<file path="src/rtl/mul_ctrl_if.sv">
// mul_ctrl_if: command handshake and result/register-file bus for mul_ctrl.
//   cmd_valid/cmd_ready   valid/ready command handshake
//   cmd_op/dst/src1/src2  command opcode and register selects
//   cmd_imm               load immediate
//   result/result_valid   last product and its one-cycle strobe
//   busy                  multiply in progress (RUN or DONE)
//   rx/ry/rz/rt           register file contents
// master = command source / display side, slave = controller.
interface mul_ctrl_if #(
  parameter int unsigned WIDTH = 8
);
  logic                 cmd_valid;
  logic                 cmd_ready;
  logic [3:0]           cmd_op;
  logic [1:0]           cmd_dst;
  logic [1:0]           cmd_src1;
  logic [1:0]           cmd_src2;
  logic [WIDTH-1:0]     cmd_imm;
  logic [2*WIDTH-1:0]   result;
  logic                 result_valid;
  logic                 busy;
  logic [WIDTH-1:0]     rx;
  logic [WIDTH-1:0]     ry;
  logic [WIDTH-1:0]     rz;
  logic [WIDTH-1:0]     rt;

  modport master (
    output cmd_valid, cmd_op, cmd_dst, cmd_src1, cmd_src2, cmd_imm,
    input  cmd_ready, result, result_valid, busy, rx, ry, rz, rt
  );

  modport slave (
    input  cmd_valid, cmd_op, cmd_dst, cmd_src1, cmd_src2, cmd_imm,
    output cmd_ready, result, result_valid, busy, rx, ry, rz, rt
  );
endinterface

</file>
<file path="src/rtl/mul_ctrl.sv">
// mul_ctrl: sequencing controller for the 8-bit shift-add multiplier.
// Owns registers RX/RY/RZ/RT, accepts load/multiply commands over a
// valid/ready handshake, runs a WIDTH-cycle shift-add multiply, publishes
// the 2*WIDTH product with a one-cycle strobe and writes the low WIDTH bits
// back to the destination register.
// Ports:
//   clk  system clock (rising edge)
//   rst  asynchronous active-high reset
//   bus  mul_ctrl_if slave modport (commands in, result/registers out)
module mul_ctrl #(
  parameter int unsigned WIDTH = 8
) (
  input  logic      clk,
  input  logic      rst,
  mul_ctrl_if.slave bus
);

  localparam int unsigned PW = 2 * WIDTH;
  localparam int unsigned CW = (WIDTH > 1) ? $clog2(WIDTH) : 1;

  localparam logic [3:0] OP_LOAD = 4'b0001;
  localparam logic [3:0] OP_MUL  = 4'b1010;

  typedef enum logic [1:0] {
    S_IDLE = 2'd0,
    S_RUN  = 2'd1,
    S_DONE = 2'd2
  } state_e;

  state_e                  state_q, state_d;
  logic [3:0][WIDTH-1:0]   regs_q, regs_d;
  logic [PW-1:0]           result_q, result_d;
  logic                    result_valid_q, result_valid_d;
  logic [PW-1:0]           acc_q, acc_d;
  logic [PW-1:0]           mcand_q, mcand_d;
  logic [WIDTH-1:0]        mplier_q, mplier_d;
  logic [CW-1:0]           count_q, count_d;
  logic [1:0]              dst_q, dst_d;

  logic                    busy;
  logic                    accept;
  logic [PW-1:0]           acc_sum;

  // Handshake status decoded straight from state
  assign busy   = (state_q != S_IDLE);
  assign accept = bus.cmd_valid && bus.cmd_ready;

  // Partial product gated by the current multiplier LSB
  assign acc_sum = mplier_q[0] ? (acc_q + mcand_q) : acc_q;

  // State register and datapath registers
  always_ff @(posedge clk or posedge rst) begin
    if (rst) begin
      state_q        <= S_IDLE;
      regs_q         <= '0;
      result_q       <= '0;
      result_valid_q <= 1'b0;
      acc_q          <= '0;
      mcand_q        <= '0;
      mplier_q       <= '0;
      count_q        <= '0;
      dst_q          <= '0;
    end else begin
      state_q        <= state_d;
      regs_q         <= regs_d;
      result_q       <= result_d;
      result_valid_q <= result_valid_d;
      acc_q          <= acc_d;
      mcand_q        <= mcand_d;
      mplier_q       <= mplier_d;
      count_q        <= count_d;
      dst_q          <= dst_d;
    end
  end

  // Next-state and datapath update
  always_comb begin
    state_d        = state_q;
    regs_d         = regs_q;
    result_d       = result_q;
    result_valid_d = 1'b0;
    acc_d          = acc_q;
    mcand_d        = mcand_q;
    mplier_d       = mplier_q;
    count_d        = count_q;
    dst_d          = dst_q;

    case (state_q)
      S_IDLE: begin
        if (accept) begin
          if (bus.cmd_op == OP_LOAD) begin
            regs_d[bus.cmd_dst] = bus.cmd_imm;
          end else if (bus.cmd_op == OP_MUL) begin
            // Operands captured here, so src/dst aliasing is harmless
            mplier_d = regs_q[bus.cmd_src1];
            mcand_d  = PW'(regs_q[bus.cmd_src2]);
            dst_d    = bus.cmd_dst;
            acc_d    = '0;
            count_d  = '0;
            state_d  = S_RUN;
          end
        end
      end

      S_RUN: begin
        acc_d    = acc_sum;
        mcand_d  = mcand_q << 1;
        mplier_d = mplier_q >> 1;
        count_d  = count_q + CW'(1);
        if (count_q == CW'(WIDTH - 1)) begin
          result_d       = acc_sum;
          regs_d[dst_q]  = acc_sum[WIDTH-1:0];
          result_valid_d = 1'b1;
          state_d        = S_DONE;
        end
      end

      S_DONE: begin
        state_d = S_IDLE;
      end

      default: begin
        state_d = S_IDLE;
      end
    endcase
  end

  assign bus.cmd_ready    = !busy && !rst;
  assign bus.busy         = busy;
  assign bus.result       = result_q;
  assign bus.result_valid = result_valid_q;
  assign bus.rx           = regs_q[0];
  assign bus.ry           = regs_q[1];
  assign bus.rz           = regs_q[2];
  assign bus.rt           = regs_q[3];

endmodule
</file>
<file path="src/flat_wrapper.sv">
// flat-port wrapper written by rule: the top's interface ports become plain ports
module mul_ctrl_flat 
#(
  parameter int unsigned WIDTH = 8
)
  (clk, rst, bus_cmd_valid, bus_cmd_op, bus_cmd_dst, bus_cmd_src1, bus_cmd_src2, bus_cmd_imm, bus_cmd_ready, bus_result, bus_result_valid, bus_busy, bus_rx, bus_ry, bus_rz, bus_rt);
  mul_ctrl_if #(.WIDTH(WIDTH)) bus_i ();
  input  logic clk;
  input  logic rst;
  input wire logic [$bits(bus_i.cmd_valid)-1:0] bus_cmd_valid;
  input wire logic [$bits(bus_i.cmd_op)-1:0] bus_cmd_op;
  input wire logic [$bits(bus_i.cmd_dst)-1:0] bus_cmd_dst;
  input wire logic [$bits(bus_i.cmd_src1)-1:0] bus_cmd_src1;
  input wire logic [$bits(bus_i.cmd_src2)-1:0] bus_cmd_src2;
  input wire logic [$bits(bus_i.cmd_imm)-1:0] bus_cmd_imm;
  output wire logic [$bits(bus_i.cmd_ready)-1:0] bus_cmd_ready;
  output wire logic [$bits(bus_i.result)-1:0] bus_result;
  output wire logic [$bits(bus_i.result_valid)-1:0] bus_result_valid;
  output wire logic [$bits(bus_i.busy)-1:0] bus_busy;
  output wire logic [$bits(bus_i.rx)-1:0] bus_rx;
  output wire logic [$bits(bus_i.ry)-1:0] bus_ry;
  output wire logic [$bits(bus_i.rz)-1:0] bus_rz;
  output wire logic [$bits(bus_i.rt)-1:0] bus_rt;
  assign bus_i.cmd_valid = bus_cmd_valid;
  assign bus_i.cmd_op = bus_cmd_op;
  assign bus_i.cmd_dst = bus_cmd_dst;
  assign bus_i.cmd_src1 = bus_cmd_src1;
  assign bus_i.cmd_src2 = bus_cmd_src2;
  assign bus_i.cmd_imm = bus_cmd_imm;
  assign bus_cmd_ready = bus_i.cmd_ready;
  assign bus_result = bus_i.result;
  assign bus_result_valid = bus_i.result_valid;
  assign bus_busy = bus_i.busy;
  assign bus_rx = bus_i.rx;
  assign bus_ry = bus_i.ry;
  assign bus_rz = bus_i.rz;
  assign bus_rt = bus_i.rt;
  mul_ctrl #(.WIDTH(WIDTH)) u_core (.clk(clk), .rst(rst), .bus(bus_i));
endmodule
</file>
<file path="config.mk">
export PLATFORM = sky130hd
export DESIGN_NAME = mul_ctrl_flat
export DESIGN_NICKNAME = d
export VERILOG_FILES = /design/src/rtl/mul_ctrl_if.sv /design/src/rtl/mul_ctrl.sv /design/src/flat_wrapper.sv
export SDC_FILE = /design/constraint.sdc
export NUM_CORES = 1
export LEC_CHECK = 0
export BUFFER_PORTS_ARGS = -buffer_cell sky130_fd_sc_hd__buf_2
export CORE_AREA = 3 3 106 108
export DETAILED_ROUTE_END_ITERATION = 12
export DIE_AREA = 0 0 109 111
export GPL_ROUTABILITY_DRIVEN = 0
export PLACE_DENSITY = 0.76
export REMOVE_ABC_BUFFERS = 1
export SYNTH_ARGS = -nofsm -noshare
export SYNTH_HDL_FRONTEND = slang
export SYNTH_SLANG_ARGS = --single-unit
export TNS_END_PERCENT = 20
</file>
<file path="constraint.sdc">
create_clock -name clk -period 2.6 [get_ports clk]
set_clock_uncertainty 0.1 [all_clocks]
set_input_delay 0.13 -clock clk [delete_from_list [all_inputs] [get_ports clk]]
set_output_delay 0.13 -clock clk [all_outputs]
set_load 0.1 [all_outputs]
</file>
### Word level (Yosys, flattened, before mapping)

Index checks and enable logic that the tools add are counted.

| cells by class | value |
|---|---|
| add/sub/neg operators | 2 |
| magnitude comparators | 6 |
| eq/ne operators | 9 |
| muxes and demuxes | 38 |
| bitwise gates (word level) | 1 |
| reductions and logical operators | 14 |

Operator list:

| operator | count |
|---|---|
| two-way mux 16 bit | 7 |
| two-way mux 32 bit | 3 |
| bitwise mux 32 bit | 2 |
| one-hot mux 16 bit (2 select lines) | 2 |
| one-hot mux 32 bit (2 select lines) | 1 |
| two-way mux 8 bit | 7 |
| binary-select mux 8 bit (select 2 bit) | 2 |
| demux 8 bit (select 2 bit) | 2 |
| adder 16 bit | 1 |
| one-hot mux 8 bit (2 select lines) | 1 |
| AND reduction 4 bit | 4 |
| < comparator 2 x 3 -> 1 bit (second input constant) | 4 |
| two-way mux 3 bit | 3 |
| two-way mux 2 bit | 4 |
| inequality test 2 x 1 -> 1 bit (second input constant) | 4 |
| one-hot mux 3 bit (2 select lines) | 1 |
| == test 4 x 1 -> 1 bit (second input constant) | 1 |
| == test 4 bit (second input constant) | 1 |
| greater-or-equal comparator 2 x 1 -> 1 bit (second input constant) | 2 |
| logical AND 1 bit | 4 |
| one-hot mux 2 bit (2 select lines) | 1 |
| nonzero test 2 bit | 2 |
| adder 3 x 1 -> 3 bit (second input constant) | 1 |
| == test 3 bit (second input constant) | 1 |
| 7 further kinds | 9 |

| storage, ports and cells | value |
|---|---|
| register bits | 96 |
| input port bits | 21 |
| output and inout port bits | 51 |
| logic and storage cells | 82 |

### Logic depth before layout (Yosys ltp)

| logic depth | value |
|---|---|
| depth in word-level cells | 8 |
| gate-level depth with buffers | 10 |
| mapped depth without buffers | 8 |

### Worst setup path after synthesis

Ideal clock, no wire load.

| path | value |
|---|---|
| path type | reg-to-output |
| start point | reg u_core.state_q[0] |
| end point | out bus_cmd_ready |
| arrival | 2.357 ns |
| data required time | 2.370 ns |
| slack | 0.013 ns |
| stages on the path, launching flop included | 4 |
| path buffers | 0 |
| path through | dfrtp_1 -> nor2_1 -> inv_1 -> nor2_1 |

| on the way | value |
|---|---|
| cells in the longest elaborated chain, start to end | 3 |

RTL lines:

| element | line | text |
|---|---|---|
| start: declaration | mul_ctrl.sv:30 | `state_e state_q, state_d;` |
| start signal: assignment | mul_ctrl.sv:64 | `state_q <= state_d;` |
| nonzero test 2 bit | mul_ctrl.sv:45 | `assign busy = (state_q != S_IDLE);` |
| net bus_busy | flat_wrapper.sv:19 | `output wire logic [$bits(bus_i.busy)-1:0] bus_busy;` |
| logical NOT 1 bit | mul_ctrl.sv:128 | `assign bus.cmd_ready = !busy && !rst;` |
| logical AND 1 bit | mul_ctrl.sv:128 |  |
| end: declaration | flat_wrapper.sv:16 | `output wire logic [$bits(bus_i.cmd_ready)-1:0] bus_cmd_ready;` |

The timed path passes the listed nets, and every way through them passes these cells.

### Final worst setup path

| path | value |
|---|---|
| start point | reg u_core.mcand_q[0] |
| end point | reg u_core.regs_q (netlist bit u_core.bus.rt[6]) |

| on the way | value |
|---|---|
| cells in the longest elaborated chain, start to end | 5 |

RTL lines:

| element | line | text |
|---|---|---|
| start: declaration | mul_ctrl.sv:35 | `logic [PW-1:0] mcand_q, mcand_d;` |
| start signal: assignment | mul_ctrl.sv:69 | `mcand_q <= mcand_d;` |
| adder 16 bit | mul_ctrl.sv:49 | `assign acc_sum = mplier_q[0] ? (acc_q + mcand_q) : acc_q;` |
| two-way mux 16 bit | mul_ctrl.sv:49 |  |
| bitwise mux 32 bit | mul_ctrl.sv:112 | `regs_d[dst_q] = acc_sum[WIDTH-1:0];` |
| two-way mux 32 bit | mul_ctrl.sv:110 | `if (count_q == CW'(WIDTH - 1)) begin` |
| one-hot mux 32 bit (2 select lines) | mul_ctrl.sv:88 | `case (state_q)` |
| end signal: assignment | mul_ctrl.sv:65 | `regs_q <= regs_d;` |
| end: declaration | mul_ctrl.sv:31 | `logic [3:0][WIDTH-1:0] regs_q, regs_d;` |

Every way passes these cells. The select of a mux whose other input is x is not followed.
A chain may end at the register's enable or synchronous reset.

==> results_dict.tcl <==
set metrics [dict create \
    synth_seq_cells 96 \
    seq_area_frac_synth 0.449 \
    synth_edf_count 0 \
    fillers 873 \
    synthArstFlopShare 1.00 \
    coreArea_um2 10300 \
    max_cap_viol_count 0 \
    cts-root-buf "clkbuf_8" \
    ant_nets 0 \
    finalSetupViolations 0 \
    rsz0062_at_grt "true" \
    worst_slew_pin_slew_ns 0.646 \
    hold_class "in2reg" \
    use_met1 0.331 \
    timing.final.crit_share 0.978 \
    relSlewSlack 0.569 \
    cts_htree_levels 3 \
    final_cells 744 \
    gr-usage-all-layers 0.241 \
    cts_tree "yes" \
    n_antenna_cell 0 \
    vias_per_cell 6.16 \
    crit_type "reg2reg" \
    grt_max_degree 52 \
    worstPathRequired_ns 2.76 \
    drive_gt1_frac 0.247 \
    synth_area_um2 5350 \
    synthFlopType "dfrtp_1" \
    dpl.hpwl_mm 9.92 \
    yosys_warnings 0 \
    period_minus_slack_ns 2.54 \
    cts_buffer_depth 2 \
    grt_pass1_wl_mm 23.1 \
    seq_area_um2 2400 \
    final_cell_mix "96 x dfrtp_1, 90 x nand2_1, 71 x buf_2" \
    initial_core_util 0.518 \
    vias 4584 \
    grt.met2_usage 0.373 \
    fin_area_um2 6190 \
    max_freq_ghz 0.393 \
    first_pass_iters 5 \
    row_count 37 \
    initialDrtViolationCount 295 \
    critPathArrivalTime_ns 2.70 \
    clk_pin_slew_ns 0.09 \
    place_area_um2 5870 \
    die_w_um 109 \
    critical_path.startpoint_type "register" \
    antenna_found_initial 0 \
    path_max_fanout 5 \
    io_pins 72 \
    post_drt_wl_per_cell_um 19.0 \
    outcome "complete, no violations" \
    multi_input_area_um2 2810 \
    die_y_um 111 \
    fin_nets 642 \
    syn_inst 529 \
    final_common_cell "dfrtp_1" \
    grtUsageMet3 0.0414 \
    clock-sinks 96 \
    synth_cell_types 61 \
    insertion_delay_ns 0.37 \
    grt.busiest_layer "met2" \
    drt_wl_total_mm 14.1 \
    cts_inserted_buffers 9 \
    overflow 0 \
    port_buffers 71 \
    dp.cells 720 \
    hold_viol 0 \
    drc 0 \
    end_kind "register" \
    die-area_um2 12100 \
    syn_to_final_growth_pct 15.8 \
    grt_pass1_vias 4611 \
    synth_area_per_cell_um2 10.1 \
    slew_viol_final 0 \
]
## layout make-up
| class | instances | share of cell area |
|---|---|---|
| clock buffer | 11 | 0.0244 |
| inverter | 8 | 0.00525 |
| tap | 136 | 0.0275 |
| timing repair buffer | 96 | 0.0917 |
| clock inverter | 5 | 0.00889 |
| multi-input combinational | 392 | 0.454 |
| sequential | 96 | 0.388 |
## stage by stage
stage | setup slack [ns] | TNS [ns] | hold slack (ns) | util
CTS | 0.00387 | 0 | 0.0773 | 0.596
finish | 0.0585 | 0 | 0.100 | 0.600
global route | -0.0327 | -0.0327 | 0.0984 | 0.600
global placement | 0.0789 | 0 | 0.173 | 0.569
floorplan | -0.991 | -39.07 | 0.180 | -
detailed placement | -0.00175 | -0.00175 | 0.188 | 0.569
## state kept, by name, indices dropped and copies added (netlist names), 3 cells and up
signal,flops
u_core.count_q,3
u_core.bus.ry,8
u_core.bus.rt,8
u_core.mcand_q,16
u_core.acc_q,16
u_core.bus.rz,8
u_core.mplier_q,8
u_core.bus.result,16
u_core.bus.rx,8
## Yosys cell counts, types with 4 or more instances
library cell / number / area, um2
nand2_1: 90 / 338
nor2_1: 35 / 131
mux2i_1: 7 / 70.1
mux4_2: 16 / 360
xnor2_1: 7 / 61.3
xor2_1: 5 / 43.8
a21o_1: 4 / 30.0
clkbuf_1: 18 / 67.6
o22a_1: 7 / 61.3
a31oi_1: 16 / 100
o21ai_0: 35 / 175
nand2b_1: 9 / 56.3
o221ai_1: 22 / 193
a22o_1: 15 / 131
nand3_1: 8 / 40.0
and3_1: 5 / 31.3
o21a_1: 23 / 173
ha_1: 17 / 213
inv_1: 7 / 26.3
a21oi_1: 20 / 100
buf_2: 7 / 35.0
dfrtp_1: 96 / 2400
buf_1: 5 / 18.8
## what timing repair did
action | CTS | global route
setup buffers | 0 | 3
hold buffers | 5 | 0
gates resized for setup | 2 | 6
endpoints found under the setup margin | 1 | 18
pin swaps | 2 | 5
cloned | 0 | 0
endpoints found under the hold margin | 54 | 0
## critical path: stages, from the launching register on
cell	delay (ns)
dfrtp_1	0.41
ha_2	0.22
fa_2	0.36
a21o_1	0.22
a221oi_4	0.33
xnor2_2	0.15
mux2i_4	0.25
o22ai_1	0.11
mux2_2	0.28
## layer usage
layer / wire (um) / share of wire / up-vias
met1: 5920 / 0.42 / 2238
met2: 6690 / 0.47 / 205
met4: 396 / 0.028 / 0
met3: 1100 / 0.078 / 42
li1: - / - / 2099
met5: 0 / 0 / -
## worst paths after layout
check / start / end / slack (ns) / depth (start not counted)
worst max-delay path: u_core.mcand_q[0]$_DFFE_PP0P_ / u_core.bus.rt[6]$_DFFE_PP0P_ / 0.06 / 8
worst min-delay path: bus_cmd_op[2] / u_core.state_q[0]$_DFFE_PP0P_ / 0.10 / 4
worst max register to register: u_core.mcand_q[0]$_DFFE_PP0P_ / u_core.bus.rt[6]$_DFFE_PP0P_ / 0.06 / 8
worst min register to register: u_core.bus.result[9]$_DFFE_PP0P_ / u_core.bus.result[9]$_DFFE_PP0P_ / 0.39 / 2
max in group asynchronous: rst / u_core.bus.rx[2]$_DFFE_PP0P_ / 1.38 / 4
min in group asynchronous: rst / u_core.mplier_q[0]$_DFFE_PP0P_ / 0.33 / 3
## cell families after synthesis
kind of cell / after synthesis / synth area share
compound gates: 164 / 0.218
xor+xnor: 12 / 0.0197
fa+ha+maj: 18 / 0.0435
buf+inv: 41 / 0.0332
flops: 96 / 0.449
mux: 27 / 0.0910
simple gates: 171 / 0.145
Power is not shown: default switching activity piles up to over one toggle a cycle in this logic, so the estimate is an artifact.
